$ cat src/rtl/difftest_multicore_endpoint_pkg.sv
`default_nettype none
// ============================================================================
//  Module   : difftest_multicore_endpoint_pkg
//  Purpose  : Shared status encoding, exit-code constant and sizing helper
//             for the multi-core difftest endpoint.
//  Revision : 1.0  initial release
// ============================================================================
package difftest_multicore_endpoint_pkg;

  localparam int STATUS_W = 3;

  // Run status. ST_RUN is the only non-terminal state.
  typedef enum logic [STATUS_W-1:0] {
    ST_RUN     = 3'd0,
    ST_DONE    = 3'd1,
    ST_FAIL    = 3'd2,
    ST_STUCK   = 3'd3,
    ST_TIMEOUT = 3'd4
  } status_e;

  // A core reports a clean exit by driving all ones on its exit channel.
  localparam logic [63:0] EXIT_GOOD = 64'hFFFF_FFFF_FFFF_FFFF;

  // Width of a core index; a single-core build still gets a 1-bit field.
  function automatic int sel_w(input int n);
    return (n > 1) ? $clog2(n) : 1;
  endfunction

endpackage
`default_nettype wire

$ cat src/rtl/difftest_multicore_endpoint_if.sv
`default_nettype none
// ============================================================================
//  Module   : difftest_multicore_endpoint_if
//  Purpose  : Per-core UART input channels and the merged UART output
//             channel of the difftest endpoint (valid/ready handshakes).
//  Revision : 1.0  initial release
// ============================================================================
interface difftest_multicore_endpoint_if #(
  parameter int NUM_CORES = 2
) ();
  logic [NUM_CORES-1:0]   uart_in_valid;
  logic [NUM_CORES*8-1:0] uart_in_ch;
  logic [NUM_CORES-1:0]   uart_in_ready;
  logic                   uart_out_valid;
  logic [7:0]             uart_out_ch;
  logic                   uart_out_ready;

  // Endpoint side: consumes per-core chars, produces the merged stream.
  modport slave (
    input  uart_in_valid, uart_in_ch, uart_out_ready,
    output uart_in_ready, uart_out_valid, uart_out_ch
  );

  // Core/host side.
  modport master (
    output uart_in_valid, uart_in_ch, uart_out_ready,
    input  uart_in_ready, uart_out_valid, uart_out_ch
  );
endinterface
`default_nettype wire

$ cat src/rtl/difftest_multicore_endpoint_sync_fifo.sv
`default_nettype none
// ============================================================================
//  Module   : difftest_sync_fifo
//  Purpose  : Single-clock FIFO with pointer+count bookkeeping. A push into
//             a full FIFO is dropped; push and pop may occur together.
//  Revision : 1.0  initial release
// ============================================================================
module difftest_sync_fifo #(
  parameter int WIDTH = 8,
  parameter int DEPTH = 16
) (
  input  logic             clock,
  input  logic             reset,
  input  logic             push,
  input  logic [WIDTH-1:0] push_data,
  output logic             full,
  input  logic             pop,
  output logic [WIDTH-1:0] pop_data,
  output logic             empty
);
  localparam int AW = $clog2(DEPTH);
  localparam int CW = AW + 1;

  logic [WIDTH-1:0] r_mem [DEPTH];
  logic [AW-1:0]    r_wr_ptr;
  logic [AW-1:0]    r_rd_ptr;
  logic [CW-1:0]    r_count;
  logic             w_push_ok;
  logic             w_pop_ok;

  assign full      = (r_count == CW'(DEPTH));
  assign empty     = (r_count == '0);
  assign w_push_ok = push && !full;
  assign w_pop_ok  = pop && !empty;
  assign pop_data  = r_mem[r_rd_ptr];

  // Storage is not reset: emptiness is tracked by the count alone.
  always_ff @(posedge clock) begin
    if (w_push_ok) r_mem[r_wr_ptr] <= push_data;
  end

  // Pointers wrap naturally because DEPTH is a power of two.
  always_ff @(posedge clock) begin
    if (reset) begin
      r_wr_ptr <= '0;
      r_rd_ptr <= '0;
      r_count  <= '0;
    end else begin
      if (w_push_ok) r_wr_ptr <= r_wr_ptr + 1'b1;
      if (w_pop_ok)  r_rd_ptr <= r_rd_ptr + 1'b1;
      case ({w_push_ok, w_pop_ok})
        2'b10:   r_count <= r_count + 1'b1;
        2'b01:   r_count <= r_count - 1'b1;
        default: r_count <= r_count;
      endcase
    end
  end
endmodule
`default_nettype wire

$ cat src/rtl/difftest_multicore_endpoint.sv
`default_nettype none
// ============================================================================
//  Module   : difftest_multicore_endpoint
//  Purpose  : Watches NUM_CORES difftest step/exit channels, runs cycle and
//             stuck watchdogs, keeps one sticky run status and merges the
//             per-core UART streams round-robin into a buffered output.
//  Revision : 1.0  initial release
// ============================================================================
module difftest_multicore_endpoint
  import difftest_multicore_endpoint_pkg::*;
#(
  parameter int NUM_CORES  = 2,
  parameter int STEP_W     = 8,
  parameter int CYC_W      = 64,
  parameter int UART_DEPTH = 16,
  localparam int SC_W      = sel_w(NUM_CORES)
) (
  input  logic                        clock,
  input  logic                        reset,
  input  logic [CYC_W-1:0]            max_cycles,
  input  logic [CYC_W-1:0]            stuck_limit,
  input  logic [NUM_CORES*STEP_W-1:0] core_step,
  input  logic [NUM_CORES*64-1:0]     core_exit,
  difftest_multicore_endpoint_if.slave uart,
  input  logic                        perf_clean_req,
  output logic                        perf_clean,
  output logic                        perf_dump,
  output logic [STATUS_W-1:0]         status,
  output logic [SC_W-1:0]             status_core,
  output logic [63:0]                 exit_code,
  output logic [CYC_W-1:0]            n_cycles
);

  status_e          r_status;
  logic [SC_W-1:0]  r_status_core;
  logic [63:0]      r_exit_code;
  logic [CYC_W-1:0] r_n_cycles;
  logic             r_perf_dump;
  logic             r_perf_clean;
  logic             r_clean_req_d;
  logic [SC_W-1:0]  r_rr_ptr;

  logic [NUM_CORES-1:0] w_fin_now;
  logic [NUM_CORES-1:0] w_exit_bad;
  logic [NUM_CORES-1:0] w_stuck_hit;
  logic                 w_fail_any,  w_stuck_any;
  logic [SC_W-1:0]      w_fail_idx,  w_stuck_idx;
  logic [63:0]          w_fail_code;
  logic                 w_timeout,   w_done;

  // Per-core watchdog state lives with its core's slice of the inputs.
  for (genvar gi = 0; gi < NUM_CORES; gi++) begin : g_core
    logic [63:0]      w_exit;
    logic             w_stepped;
    logic             w_good;
    logic             r_finished;
    logic [CYC_W-1:0] r_stuck_timer;

    assign w_exit          = core_exit[gi*64 +: 64];
    assign w_stepped       = |core_step[gi*STEP_W +: STEP_W];
    assign w_good          = (w_exit == EXIT_GOOD);
    assign w_fin_now[gi]   = r_finished | w_good;
    assign w_exit_bad[gi]  = !r_finished && (w_exit != 64'd0) && !w_good;
    assign w_stuck_hit[gi] = (stuck_limit != '0) && !w_fin_now[gi] &&
                             (r_stuck_timer >= stuck_limit);

    // Sticky finish flag and saturating no-progress timer.
    always_ff @(posedge clock) begin
      if (reset) begin
        r_finished    <= 1'b0;
        r_stuck_timer <= '0;
      end else begin
        if (w_good) r_finished <= 1'b1;
        if (w_stepped || w_fin_now[gi])  r_stuck_timer <= '0;
        else if (r_stuck_timer != '1)    r_stuck_timer <= r_stuck_timer + 1'b1;
      end
    end
  end

  // Lowest-index offender wins for both FAIL and STUCK.
  always_comb begin
    w_fail_any  = 1'b0;
    w_fail_idx  = '0;
    w_stuck_any = 1'b0;
    w_stuck_idx = '0;
    for (int i = NUM_CORES - 1; i >= 0; i--) begin
      if (w_exit_bad[i]) begin
        w_fail_any = 1'b1;
        w_fail_idx = SC_W'(i);
      end
      if (w_stuck_hit[i]) begin
        w_stuck_any = 1'b1;
        w_stuck_idx = SC_W'(i);
      end
    end
  end

  assign w_fail_code = core_exit[w_fail_idx*64 +: 64];
  assign w_timeout   = (max_cycles != '0) && (r_n_cycles >= max_cycles);
  assign w_done      = &w_fin_now;

  // Status FSM: the cycle counter stops on the cycle a terminal state is
  // taken, so it reads the last cycle spent running.
  always_ff @(posedge clock) begin
    if (reset) begin
      r_status      <= ST_RUN;
      r_status_core <= '0;
      r_exit_code   <= '0;
      r_n_cycles    <= '0;
      r_perf_dump   <= 1'b0;
    end else begin
      r_perf_dump <= 1'b0;
      if (r_status == ST_RUN) begin
        if (w_fail_any) begin
          r_status      <= ST_FAIL;
          r_status_core <= w_fail_idx;
          r_exit_code   <= w_fail_code;
          r_perf_dump   <= 1'b1;
        end else if (w_stuck_any) begin
          r_status      <= ST_STUCK;
          r_status_core <= w_stuck_idx;
          r_perf_dump   <= 1'b1;
        end else if (w_timeout) begin
          r_status      <= ST_TIMEOUT;
          r_perf_dump   <= 1'b1;
        end else if (w_done) begin
          r_status      <= ST_DONE;
          r_perf_dump   <= 1'b1;
        end else if (r_n_cycles != '1) begin
          r_n_cycles    <= r_n_cycles + 1'b1;
        end
      end
    end
  end

  // One clear pulse per rising edge of the request, only while running.
  always_ff @(posedge clock) begin
    if (reset) begin
      r_clean_req_d <= 1'b0;
      r_perf_clean  <= 1'b0;
    end else begin
      r_clean_req_d <= perf_clean_req;
      r_perf_clean  <= perf_clean_req && !r_clean_req_d && (r_status == ST_RUN);
    end
  end

  // UART round-robin: prefer the lowest valid core at/after the pointer,
  // otherwise wrap to the lowest valid core overall.
  logic                 w_hi_any, w_lo_any;
  logic [SC_W-1:0]      w_hi_idx, w_lo_idx, w_grant_idx;
  logic                 w_grant_any;
  logic [NUM_CORES-1:0] w_ready;
  logic                 w_fifo_full, w_fifo_empty;
  logic [7:0]           w_fifo_dout;

  always_comb begin
    w_hi_any = 1'b0;
    w_hi_idx = '0;
    w_lo_any = 1'b0;
    w_lo_idx = '0;
    for (int i = NUM_CORES - 1; i >= 0; i--) begin
      if (uart.uart_in_valid[i]) begin
        w_lo_any = 1'b1;
        w_lo_idx = SC_W'(i);
        if (SC_W'(i) >= r_rr_ptr) begin
          w_hi_any = 1'b1;
          w_hi_idx = SC_W'(i);
        end
      end
    end
  end

  assign w_grant_idx = w_hi_any ? w_hi_idx : w_lo_idx;
  assign w_grant_any = w_lo_any && !w_fifo_full;

  // One-hot ready towards the granted core.
  always_comb begin
    w_ready = '0;
    for (int i = 0; i < NUM_CORES; i++) begin
      w_ready[i] = w_grant_any && (w_grant_idx == SC_W'(i));
    end
  end

  // Pointer moves past the core that was just served.
  always_ff @(posedge clock) begin
    if (reset) begin
      r_rr_ptr <= '0;
    end else if (w_grant_any) begin
      r_rr_ptr <= (w_grant_idx == SC_W'(NUM_CORES - 1)) ? '0 : w_grant_idx + 1'b1;
    end
  end

  difftest_sync_fifo #(
    .WIDTH (8),
    .DEPTH (UART_DEPTH)
  ) u_uart_fifo (
    .clock     (clock),
    .reset     (reset),
    .push      (w_grant_any),
    .push_data (uart.uart_in_ch[w_grant_idx*8 +: 8]),
    .full      (w_fifo_full),
    .pop       (uart.uart_out_ready),
    .pop_data  (w_fifo_dout),
    .empty     (w_fifo_empty)
  );

  assign uart.uart_in_ready  = w_ready;
  assign uart.uart_out_valid = !w_fifo_empty;
  assign uart.uart_out_ch    = w_fifo_dout;

  assign status      = r_status;
  assign status_core = r_status_core;
  assign exit_code   = r_exit_code;
  assign n_cycles    = r_n_cycles;
  assign perf_dump   = r_perf_dump;
  assign perf_clean  = r_perf_clean;

endmodule
`default_nettype wire

$ cat src/flat_wrapper.sv
// flat-port wrapper written by rule: the top's interface ports become plain ports
module difftest_multicore_endpoint_flat import difftest_multicore_endpoint_pkg::*;
#(
  parameter int NUM_CORES  = 2,
  parameter int STEP_W     = 8,
  parameter int CYC_W      = 64,
  parameter int UART_DEPTH = 16,
  localparam int SC_W      = sel_w(NUM_CORES)
)
  (clock, reset, max_cycles, stuck_limit, core_step, core_exit, perf_clean_req, perf_clean, perf_dump, status, status_core, exit_code, n_cycles, uart_uart_in_valid, uart_uart_in_ch, uart_uart_out_ready, uart_uart_in_ready, uart_uart_out_valid, uart_uart_out_ch);
  difftest_multicore_endpoint_if #(.NUM_CORES(NUM_CORES)) uart_i ();
  input  logic clock;
  input  logic reset;
  input  logic [CYC_W-1:0] max_cycles;
  input  logic [CYC_W-1:0] stuck_limit;
  input  logic [NUM_CORES*STEP_W-1:0] core_step;
  input  logic [NUM_CORES*64-1:0] core_exit;
  input  logic perf_clean_req;
  output logic perf_clean;
  output logic perf_dump;
  output logic [STATUS_W-1:0] status;
  output logic [SC_W-1:0] status_core;
  output logic [63:0] exit_code;
  output logic [CYC_W-1:0] n_cycles;
  input wire logic [$bits(uart_i.uart_in_valid)-1:0] uart_uart_in_valid;
  input wire logic [$bits(uart_i.uart_in_ch)-1:0] uart_uart_in_ch;
  input wire logic [$bits(uart_i.uart_out_ready)-1:0] uart_uart_out_ready;
  output wire logic [$bits(uart_i.uart_in_ready)-1:0] uart_uart_in_ready;
  output wire logic [$bits(uart_i.uart_out_valid)-1:0] uart_uart_out_valid;
  output wire logic [$bits(uart_i.uart_out_ch)-1:0] uart_uart_out_ch;
  assign uart_i.uart_in_valid = uart_uart_in_valid;
  assign uart_i.uart_in_ch = uart_uart_in_ch;
  assign uart_i.uart_out_ready = uart_uart_out_ready;
  assign uart_uart_in_ready = uart_i.uart_in_ready;
  assign uart_uart_out_valid = uart_i.uart_out_valid;
  assign uart_uart_out_ch = uart_i.uart_out_ch;
  difftest_multicore_endpoint #(.NUM_CORES(NUM_CORES), .STEP_W(STEP_W), .CYC_W(CYC_W), .UART_DEPTH(UART_DEPTH)) u_core (.clock(clock), .reset(reset), .max_cycles(max_cycles), .stuck_limit(stuck_limit), .core_step(core_step), .core_exit(core_exit), .uart(uart_i), .perf_clean_req(perf_clean_req), .perf_clean(perf_clean), .perf_dump(perf_dump), .status(status), .status_core(status_core), .exit_code(exit_code), .n_cycles(n_cycles));
endmodule
$ cat config.mk
export PLATFORM = sky130hd
export DESIGN_NAME = difftest_multicore_endpoint_flat
export DESIGN_NICKNAME = d
export VERILOG_FILES = /design/src/rtl/difftest_multicore_endpoint_pkg.sv /design/src/rtl/difftest_multicore_endpoint_if.sv /design/src/rtl/difftest_multicore_endpoint_sync_fifo.sv /design/src/rtl/difftest_multicore_endpoint.sv /design/src/flat_wrapper.sv
export SDC_FILE = /design/constraint.sdc
export NUM_CORES = 1
export LEC_CHECK = 0
export CAP_MARGIN = 20
export CORE_MARGIN = 3
export CORE_UTILIZATION = 59
export CTS_BUF_LIST = sky130_fd_sc_hd__clkbuf_4
export CTS_CLUSTER_DIAMETER = 60
export DETAILED_ROUTE_END_ITERATION = 6
export PLACE_DENSITY = 0.89
export SLEW_MARGIN = 30
export SYNTH_ARGS = -nofsm -noshare
export SYNTH_HDL_FRONTEND = slang
export SYNTH_SLANG_ARGS = --single-unit
$ cat constraint.sdc
create_clock -name clock -period 5.6 [get_ports clock]
set_clock_uncertainty 0.15 [all_clocks]
set_input_delay 1.12 -clock clock [delete_from_list [all_inputs] [get_ports clock]]
set_output_delay 1.12 -clock clock [all_outputs]
set_load 0.01 [all_outputs]
==> results of run 1 <==
## power by group
| part | switching (uW) | internal [uW] |
|---|---|---|
| Sequential | 93.4 | 3190 |
| Clock | 1270 | 1410 |
| Combinational | 622 | 649 |
## cells in the final DEF (no fill, tap or decap), types with 8 or more instances in the layout
master and instances:
nand2b_1 12, xor2_1 94, nor2_1 301, buf_4 29, nand4_1 134, mux2_2 14, nand3_1 86, a211oi_1 72
dfxtp_1 282, clkdlybuf4s50_1 437, mux4_2 40, nand2_1 139, nor3_1 39, and2_1 15, and4_1 27, mux2i_1 69
a21o_1 16, clkinv_1 23, clkbuf_4 162, nor4_1 95, o21ai_0 57, and3_1 44, nor2b_1 12, a21oi_1 119
inv_1 167, ha_1 204, or4_1 14, o21a_1 8, or3_1 38, xnor2_1 51, edfxtp_1 128
## state kept, by name, summed over array words and instances, names as in the netlist, named ones only
register,flops
u_core.n_cycles,64
u_core.r_clean_req_d,1
u_core.status_core,1
u_core.perf_clean,1
u_core.u_uart_fifo.r_rd_ptr,4
u_core.u_uart_fifo.r_mem,128
u_core.g_core.r_stuck_timer,128
u_core.perf_dump,1
u_core.g_core.r_finished,2
u_core.exit_code,64
u_core.u_uart_fifo.r_count,5
u_core.r_rr_ptr,1
u_core.status,3
u_core.u_uart_fifo.r_wr_ptr,4
## layout make-up
class / instances / area (sq um) / area share
timing repair buffer: 468 / 4640 / 0.156
antenna: 1 / 2.50 / 0.0000843
clock buffer: 162 / 1220 / 0.0410
clock inverter: 34 / 194 / 0.00653
tap: 518 / 648 / 0.0218
sequential: 411 / 9510 / 0.320
inverter: 167 / 627 / 0.0211
multi-input combinational: 1793 / 12900 / 0.433
## cells by family (layout without fill, tap and decap cells)
group,Yosys count,after routing,synth area share
AND/OR/NAND/NOR,992,992,0.221
XOR/XNOR,145,145,0.0544
AO/OA/AOI/OAI,328,328,0.0893
adder cells (fa/ha/maj),205,205,0.110
flip-flops,411,411,0.408
other,0,1,0
buffers and inverters,256,831,0.0422
multiplexers,123,123,0.0750
## per-stage QoR
step	total power, uW	utilization	instance area, sq um
3_3_place_gp	4540	0.728	28200
6_report	7240	0.765	29700
2_1_floorplan	3930	-	23300
5_1_grt	7520	0.765	29700
3_5_place_dp	4600	0.728	28300
4_1_cts	7250	0.764	29700
## critical path: cells and delay by family (launching register included)
family | cells | cell delay (ns)
multiplexers | 2 | 1.10
buffers and inverters | 2 | 0.92
flip-flops | 1 | 0.85
## layer usage
metal / vias up / GRT usage / part of all wire
met3: 212 / 0.0795 / 0.10
met2: 1267 / 0.581 / 0.47
li1: 10100 / - / -
met1: 10600 / 0.471 / 0.40
met5: - / 0 / 0
met4: 0 / 0.139 / 0.036
## worst max-delay path by stage
stage / start / to / slack [ns] / cells after the start
after detailed placement: stuck_limit[55] / u_core.n_cycles[59] / 0.27 / 15
after floorplan: stuck_limit[0] / u_core.n_cycles[52] / 1.59 / 12
after global placement: stuck_limit[58] / u_core.n_cycles[52] / 0.38 / 14
after global routing: flop / uart_uart_out_ch[2] / 0.46 / 4
after CTS: flop / uart_uart_out_ch[2] / 0.56 / 4
final: flop / uart_uart_out_ch[2] / 0.68 / 4
==> run metrics, run 1 <==
DP Worst Slack=0.265 ns; routed vias/inst=6.24; drt first pass iters=5; Critical Path Max Stage Delay=0.85 ns; post-route minimum period=4.92 ns; First DRT Iteration DRCs=2,152; cts hold-fix bufs=0; synthesized area=0.0233 sq mm; first-pass GRT wire length=119,000 um; number of flops mapped to enable cells by yosys=128; Die W=205 um; Residual DRC=0; crit start category=flop; Fin Hold WS=0.272 ns; Reg2Reg Depth=13; final worst slack=0.676 ns; Setup crit end kind=output port; worst path required time=4.33 ns; status=complete, no violations; Worst-Skew Late Latency=0.81 ns; die area=0.0420 sq mm; most frequent CP cell=mux4_2; TritonCTS clock tree=built; Max Buffers Root-to-Sink=3; max_cap viols=0; post_cts resized=0; leakage=0.0119 uW; gr usage total=0.358; Async SR Flop Fraction=0; Max Slew Vio Count=0; Yosys top cell by area=dfxtp_1; Worst-Margin Slew=0.846 ns; total wire length=78,400 um; filler instances=2,689; f_max=203 MHz; input/output buffers=438; # nets final=3,444; # setup viols final=0; hold_sp=u_core.r_clean_req_d; CP Cell Sequence=buf_4, mux4_2, mux4_2, clkdlybuf4s50_1; setup TNS=0 ns; Seq cells post-synth=411; Die Ht=205 um; num ports=439; Final ANT Viol Nets=0; Vias=22,200; slowest CP cell=dfxtp_2; Core Region=0.0388 sq mm; layout cell share with drive strength beyond 1=0.0942; RSZ-0062 raised after global routing=no; Syn Inst Count=2,460; Cells after DPL=3,356; synthesized area per cell=9.48 sq um; Num CTS Buffers=104; detail-routed net length per standard cell=22.0 um; Hold Path Class=reg2reg; leading cell type by number of instances after synthesis=nor2_1; Crit Reg-Reg Startpoint=u_core.g_core[0].r_stuck_timer[56]; Layout area overhead=27.3%; Worst Hold Endpoint=u_core.perf_clean; Reg clk slew, reported paths=0.06 ns; Pwr Density=244 mW/mm^2; final hold viol count=0; H-tree Lvls=3; Cell Rows=72; initial core utilization=0.601; Max VDD drop=0.000155 V; Worst Setup Path Type=reg2out; top cells by count, synth=nor2_1 (301), dfxtp_1 (283), ha_1 (204); vias in the first global route=21,700; Syn. warnings=0; WHS Path Cells=1; terminus of the critical flop-to-flop path=u_core.n_cycles[54]; top-area cell type share of the netlist area=0.243; Root Driver=clkbuf_4; Yosys cell types=76; grt ovf=0; largest net degree at the start of global routing=65; post-synth net total=2,959; HPWL after detailed placement=60,400 um; slew margin rel.=0.434; top post-synthesis cells by area=dfxtp_1 (24%), edfxtp_1 (16%), ha_1 (11%), nor2_1 (4.8%), mux4_2 (3.9%); post-synthesis sequential area ratio=0.408; gpl congestion=1.00; antenna violations before repair=1; top_reg_cell synth=dfxtp_1; flop2flop setup slack=1.42 ns; CP Max Fanout=20; fin cells=3,554; Final period util=0.879; Post-CTS Repair Setup Buffers=0; worst endpoint data arrival time=3.65 ns; clk sinks=411
Note: power is estimated with default switching activity, not from simulation.
==> run 2: changes to the inputs <==
--- a/config.mk
+++ b/config.mk
@@ -7,11 +7,12 @@
 export LEC_CHECK = 0
 export CAP_MARGIN = 20
 export CORE_MARGIN = 3
-export CORE_UTILIZATION = 59
+export CORE_UTILIZATION = 60
 export CTS_BUF_LIST = sky130_fd_sc_hd__clkbuf_4
 export CTS_CLUSTER_DIAMETER = 60
 export DETAILED_ROUTE_END_ITERATION = 6
-export PLACE_DENSITY = 0.89
+export DONT_BUFFER_PORTS = 1
+export PLACE_DENSITY = 0.76
 export SLEW_MARGIN = 30
 export SYNTH_ARGS = -nofsm -noshare
 export SYNTH_HDL_FRONTEND = slang
==> run 2 against run 1 <==
Net effect: worst setup slack gained 0.77 ns; critical path type unchanged; count of clock-buffer cells in the layout rose by 8; largest power group unchanged; power is 6.6% lower; clock power hardly changed; first-iteration DRC count shrank 19%; cell count decreased by 12%; non-clock buffer count shrank 449; critical path depth decreased by 1; maximum frequency is 18% higher.
==> run metrics, run 2 (synthesis results as in run 1) <==
status=complete, no violations; final worst slack=1.44 ns (+0.767 ns); layout cell share with drive strength beyond 1=0.109 (+0.0150); Root Driver=clkbuf_4; detail-routed net length per standard cell=22.6 um (+2.5%); routed vias/inst=6.43 (+3.0%); routing usage on met3=0.117 (+0.0371); Top Registers=u_core.g_core.r_stuck_timer: 128 flops, u_core.u_uart_fifo.r_mem: 128 flops; CP Cell Sequence=buf_4, mux4_2, mux4_2; antenna violations before repair=4 (+3); post-route minimum period=4.16 ns (-0.767 ns); final hold viol count=0 (unchanged); most frequent CP cell=mux4_2; Seq pwr share=0.496 (+0.043); most frequent cells in the layout=nor2_1 (301), dfxtp_1 (281), ha_1 (204); Die W=203 um (-0.81%); num ports=439 (unchanged); Worst Setup Path Type=reg2out; filler instances=3,154 (+17%); Fin Hold WS=0.175 ns (-0.0976 ns); Reg clk slew, reported paths=0.07 ns (about the same); Hold Path Class=in2reg; Cell Rows=71 (-1.4%); cts hold-fix bufs=0 (unchanged); gpl congestion=1.09 (+8.9%); Gate power share=0.109 (-0.067); worst endpoint data arrival time=2.89 ns (-0.76 ns); # nets final=3,003 (-13%); final instance area=0.0253 sq mm (-15%); area of the multi-input gates=0.0129 sq mm (about the same); Vias=20,000 (-9.7%); Setup crit end kind=output port; setup TNS=0 ns (unchanged); HPWL after detailed placement=53,700 um (-11%); first-pass GRT wire length=106,000 um (-10%); CP Max Fanout=26 (+30%); # setup viols final=0 (unchanged); input/output buffers=0 (-100%); drt first pass iters=7 (+2); TritonCTS clock tree=built; sw frac=0.273 (-0.00223); Max Buffers Root-to-Sink=3 (unchanged); worst path required time=4.33 ns (about the same); Final ANT Viol Nets=0 (unchanged); largest net degree at the start of global routing=158 (+140%); Worst-Skew Late Latency=0.87 ns (+0.06 ns); Max VDD drop=0.000165 V (+6.2%); DP Worst Slack=0.986 ns (+0.720 ns); crit start category=flop; Core Region=0.0380 sq mm (-2.1%); grt peak-use layer=met2; RSZ-0062 raised after global routing=no; Num CTS Buffers=112 (+7.7%); clock network power share=0.396 (+0.025); Post-CTS Repair Setup Buffers=0 (unchanged); Max Slew Vio Count=0 (unchanged); gr usage total=0.327 (-0.0316); Reg area=0.00951 sq mm (about the same); met2 Usage GRT=0.498 (-0.0836); Residual DRC=0 (unchanged); f_max=241 MHz (+18%); vias in the first global route=19,200 (-11%); slew margin rel.=0.302 (-0.132); Final period util=0.742 (-0.137); Placed Instance Area=0.0238 sq mm (-16%); slowest CP cell=dfxtp_4; die area=0.0413 sq mm (-1.6%); Psw=1840 uW (-7.4%); H-tree Lvls=3 (unchanged); total wire length=70,400 um (-10%); GR Layer Usage met1=0.435 (-0.0353); initial core utilization=0.614 (+0.0127); post_cts resized=0 (unchanged); Layout area overhead=8.28%; commonest non-fill, non-tap cell in the layout=nor2_1; max_cap viols=0 (unchanged); Critical Path Max Stage Delay=0.68 ns (-0.17 ns); grt ovf=0 (unchanged); clk sinks=411 (unchanged); Pwr Density=268 mW/mm^2 (+9.8%); leakage=0.0102 uW (-14%); Die Ht=203 um (-0.81%); First DRT Iteration DRCs=1,747 (-19%); Worst-Margin Slew=1.04 ns (+0.191 ns); Internal=4920 uW (-6.3%)
run 2: cell count changes in the layout (fill, tap and decap cells not counted), moves of 4 or more:
cell,previous run,this run
clkinv_1,23,30
buf_4,29,19
diode_2,1,5
clkdlybuf4s50_1,437,0
clkbuf_4,162,170
run 2: path summary, 6_finish.rpt:
| path | from | to | slack [ns] | cells after the start |
|---|---|---|---|---|
| hold reg to reg | u_core.r_clean_req_d | u_core.perf_clean | 0.24 | 1 |
| hold / removal | reset | u_core.n_cycles[6] | 0.17 | 1 |
| setup reg to reg | u_core.g_core[0].r_stuck_timer[0] | u_core.n_cycles[52] | 1.63 | 13 |
| setup / recovery | flop | uart_uart_out_ch[4] | 1.44 | 3 |
run 2: final cells by class:
type,count,area share
clock buffers,170,0.0505
inverters,167,0.0248
flip-flops and latches,411,0.377
multi-input cells,1793,0.510
diodes,5,0.000495
clock inverters,40,0.00708
repair buffers,19,0.00565
well taps,511,0.0253
run 2: critical path, delay by kind of cell (launching register included):
kind | cells | cell delay, ns
buffers and inverters | 1 | 0.30
flip-flops | 1 | 0.68
multiplexers | 2 | 1.05
run 2: metrics by stage:
step	util	total power, uW	std cells
after global placement	0.626	4100	2901
after CTS	0.664	6820	3111
after global routing	0.664	7090	3115
after detailed placement	0.626	4140	2901
after floorplan	-	3930	2460
final	0.664	6760	3116
run 2: power by group through the flow:
| stage | clock, uW | sequential [uW] | combinational (uW) |
|---|---|---|---|
| finish | 2680 | 3350 | 734 |
| global route | 2920 | 3360 | 803 |
| CTS | 2740 | 3350 | 728 |
| detailed placement | 0 | 3420 | 721 |
| global placement | 0 | 3410 | 691 |
| floorplan | 0 | 3320 | 616 |
run 2: per-layer routing:
metal	routed length [um]	part of all wire
met5	96	0.0014
met2	31300	0.44
met3	7930	0.11
met1	29000	0.41
met4	2140	0.030
==> edit 1 (config.mk and constraints of run 1) <==
Put one more register stage on the output `status_core`, cleared by the reset. The value now appears one clock later. The other outputs are not delayed to match.
--- a/src/rtl/difftest_multicore_endpoint.sv
+++ b/src/rtl/difftest_multicore_endpoint.sv
@@ -211,3 +211,9 @@
   assign status      = r_status;
-  assign status_core = r_status_core;
+  always_ff @(posedge clock) begin
+    if (reset) begin
+      status_core <= '0;
+    end else begin
+      status_core <= r_status_core;
+    end
+  end
   assign exit_code   = r_exit_code;
Check against the original RTL: not equivalent (Yosys sat finds a counterexample within 4 cycles, from zero or initial values and one cycle with reset high).
==> edit 1 against run 1 <==
Power fell by 0.76%; final cell count decreased by 0.20%; worst setup slack improved by 51 ps; cell area is 0.16% higher; core utilization shrank 0.052 points; wire length up 1.8%; global-route usage is 0.91 points higher; via count up 0.87%; synthesized area increased by 0.38%; non-clock buffer count fell by 7; first-iteration DRC count down 15%; sequential cell count rose by 1; largest cell class unchanged.
==> edit 1: results (changes against run 1) <==
Slew margin rel. -> 0.365 (-0.0698)
Critical R2R Capture -> u_core.n_cycles[40]$_SDFFE_PP0P_
Syn avg cell area -> 9.52 µm² (+0.33%)
Peak supply drop -> 164 µV (+5.6%)
ANT cells -> 11 (+10)
CTS sink cnt -> 412 (+0.24%)
Wire per inst -> 22.5 µm (+2.0%)
First-pass GRT wire length -> 122 mm (+2.6%)
Met2 Track Usage GR -> 0.632 (+0.0503)
Met3 WL -> 6.72 mm (-14%)
Clock buffers -> 141 (-13%)
R2r setup slk -> 1520 ps (+100 ps)
Layout cells sized above 1 -> 0.0828 (-0.0114)
Outcome -> completed
FF-to-FF path depth -> 12 (-1)
Largest net degree at the start of global routing -> 129 (+98%)
TritonCTS Buffers -> 103 (-0.96%)
Antenna violations before repair -> 9 (+8)
Global Route met1 Usage -> 0.441 (-0.0302)
Non-Clock Buffer Count -> 461 (-1.5%)
# fillers -> 2,746 (+2.1%)
Vias in the first global route -> 22,000 (+1.2%)
Hold Worst Slack -> 256 ps (-16.5 ps)
Final Wtd Congestion -> 1.02 (+1.9%)
Overall Global Routing Usage -> 0.368 (+0.00907)
Clock-cell share -> 0.0456 (-0.00189)
Non-Filler Instances -> 3,547 (-0.20%)
Multi-input comb cells -> 1,786 (-0.39%)
Worst path arrival time -> 3600 ps (-50 ps)
Register area share after synthesis -> 0.407 (-0.000670)
DR iter-0 viols -> 1,827 (-15%)
Area Overhead vs Synth -> 27.0%
Multi-input combinational cell area -> 12,900 µm² (+0.38%)
Sequential cell area share -> 0.320 (about the same)
Inverter count -> 175 (+4.8%)
edit 1: cell types whose count changed after synthesis, moves of 10 or more:
cell | before | now
and4_1 | 27 | 37
nor2_1 | 301 | 287
and3_1 | 44 | 24
xor2_1 | 94 | 68
a21o_1 | 16 | 28
or3_1 | 38 | 51
mux2_1 | 0 | 12
o21ai_0 | 57 | 73
nand2_1 | 139 | 115
edit 1: kinds of logic after synthesis:
logic type,count (synthesis),share of synthesized area
simple gates,959,0.215
flops,412,0.407
compound gates,366,0.0998
buf+inv,263,0.0430
fa+ha+maj,205,0.110
mux,129,0.0776
xor+xnor,127,0.0475
edit 1: power breakdown:
| part | leakage (nW) | switching [mW] | internal, mW |
|---|---|---|---|
| clock | 0.790 | 1.28 | 1.36 |
| sequential | 3.47 | 0.110 | 3.20 |
| combinational | 7.41 | 0.591 | 0.647 |
edit 1: metrics by stage:
step                setup WS, ps  utilization
floorplan                   1390            -
global placement             322        0.729
detailed placement           302        0.729
CTS                          614        0.763
global route                 445        0.764
finish                       727        0.764
==> edit 2 (flow settings as in run 1) <==
Made on the original files. `UART_DEPTH` is set to 16 in 2 places; all go to 64.
--- a/src/rtl/difftest_multicore_endpoint.sv
+++ b/src/rtl/difftest_multicore_endpoint.sv
@@ -14,3 +14,3 @@
   parameter int CYC_W      = 64,
-  parameter int UART_DEPTH = 16,
+  parameter int UART_DEPTH = 64,
   localparam int SC_W      = sel_w(NUM_CORES)
--- a/src/flat_wrapper.sv
+++ b/src/flat_wrapper.sv
@@ -6,3 +6,3 @@
   parameter int CYC_W      = 64,
-  parameter int UART_DEPTH = 16,
+  parameter int UART_DEPTH = 64,
   localparam int SC_W      = sel_w(NUM_CORES)
Function: not settled (the Yosys comparison gave no result); the edit may change what the design does.
==> edit 2 against run 1 <==
Synthesized area up 65%; cell area is 56% higher; sequential power is 100% higher; worst setup slack got worse by 510 ps; wire length increased by 43%; power grew 96%; final cell count increased by 31%; sequential cell count up 392; highest routed layer is now met5.
==> edit 2: results (changes against run 1) <==
Outcome -> completed
Antenna violations before repair -> 3 (+2)
Reg2reg start -> u_core.n_cycles[35]$_SDFFE_PP0P_
Layout cells sized above 1 -> 0.156 (+0.0622)
Biggest regs -> u_core.u_uart_fifo.r_mem x512, u_core.g_core.r_stuck_timer x128
Post-DP HPWL -> 80.9 mm (+34%)
Non-Filler Instances -> 4,661 (+31%)
Commonest cells post-synth -> 512 x edfxtp_1, 364 x nor2_1, 291 x dfxtp_1
Met2 Track Usage GR -> 0.532 (-0.0492)
Pre-CTS setup slack -> 428 ps (+163 ps)
Leakage -> 17.0 nW (+44%)
Met3 Use GR -> 0.0749 (-0.00451)
Hold Worst Slack -> 280 ps (+7.86 ps)
EDFF count, synth -> 512 (+300%)
Critical Path Fanout Max -> 17 (-15%)
Slew @ Worst Pin -> 1000 ps (+158 ps)
Met2 WL -> 53.9 mm (+47%)
M1 WL -> 44.2 mm (+42%)
Peak supply drop -> 212 µV (+36%)
FF-to-FF path depth -> 11 (-2)
First-pass GRT wire length -> 169 mm (+43%)
TritonCTS Buffers -> 194 (+87%)
Via Count -> 28,900 (+30%)
Slowest cell on crit path -> dfxtp_4
Power per Cell Area -> 306 nW/µm² (+25%)
Maximum clock frequency -> 184 MHz (-9.3%)
Gate Count Post-Synth -> 3,090 (+26%)
Vias in the first global route -> 28,600 (+32%)
Unique masters post-synth -> 72 (-5.3%)
Highest metal used -> met5
Critical R2R Capture -> u_core.n_cycles[29]$_SDFFE_PP0P_
Overall Global Routing Usage -> 0.330 (-0.0282)
Met3 WL -> 10.6 mm (+36%)
## edit 2: logic make-up after synthesis
family                   after synthesis  synth area share
AND/OR/NAND/NOR                     1065             0.141
XOR/XNOR                             129            0.0294
flip-flops                           803             0.552
adder cells (fa/ha/maj)              204            0.0667
multiplexers                         269             0.126
buffers and inverters                279            0.0282
AO/OA/AOI/OAI                        341            0.0564
## edit 2: area by class of cell
class / instances / share of cell area
Clock inverter: 49 / 0.00725
Tap cell: 846 / 0.0228
Clock buffer: 293 / 0.0474
Multi-Input combinational cell: 2008 / 0.348
Inverter: 161 / 0.0130
Antenna cell: 12 / 0.000647
Sequential cell: 803 / 0.457
Timing Repair Buffer: 489 / 0.104
## edit 2: what timing repair did
item / 4_1_cts / 5_1_grt
setup buffers: 1 / 0
hold buffers: 0 / 0
endpoints found under the setup margin: 8 / 0
## edit 2: where the power goes
group          switching (mW)  internal [mW]  total, mW
registers               0.117           6.46       6.57
logic                    1.33           1.35       2.68
clock network            2.37           2.57       4.94
total                    3.82           10.4       14.2
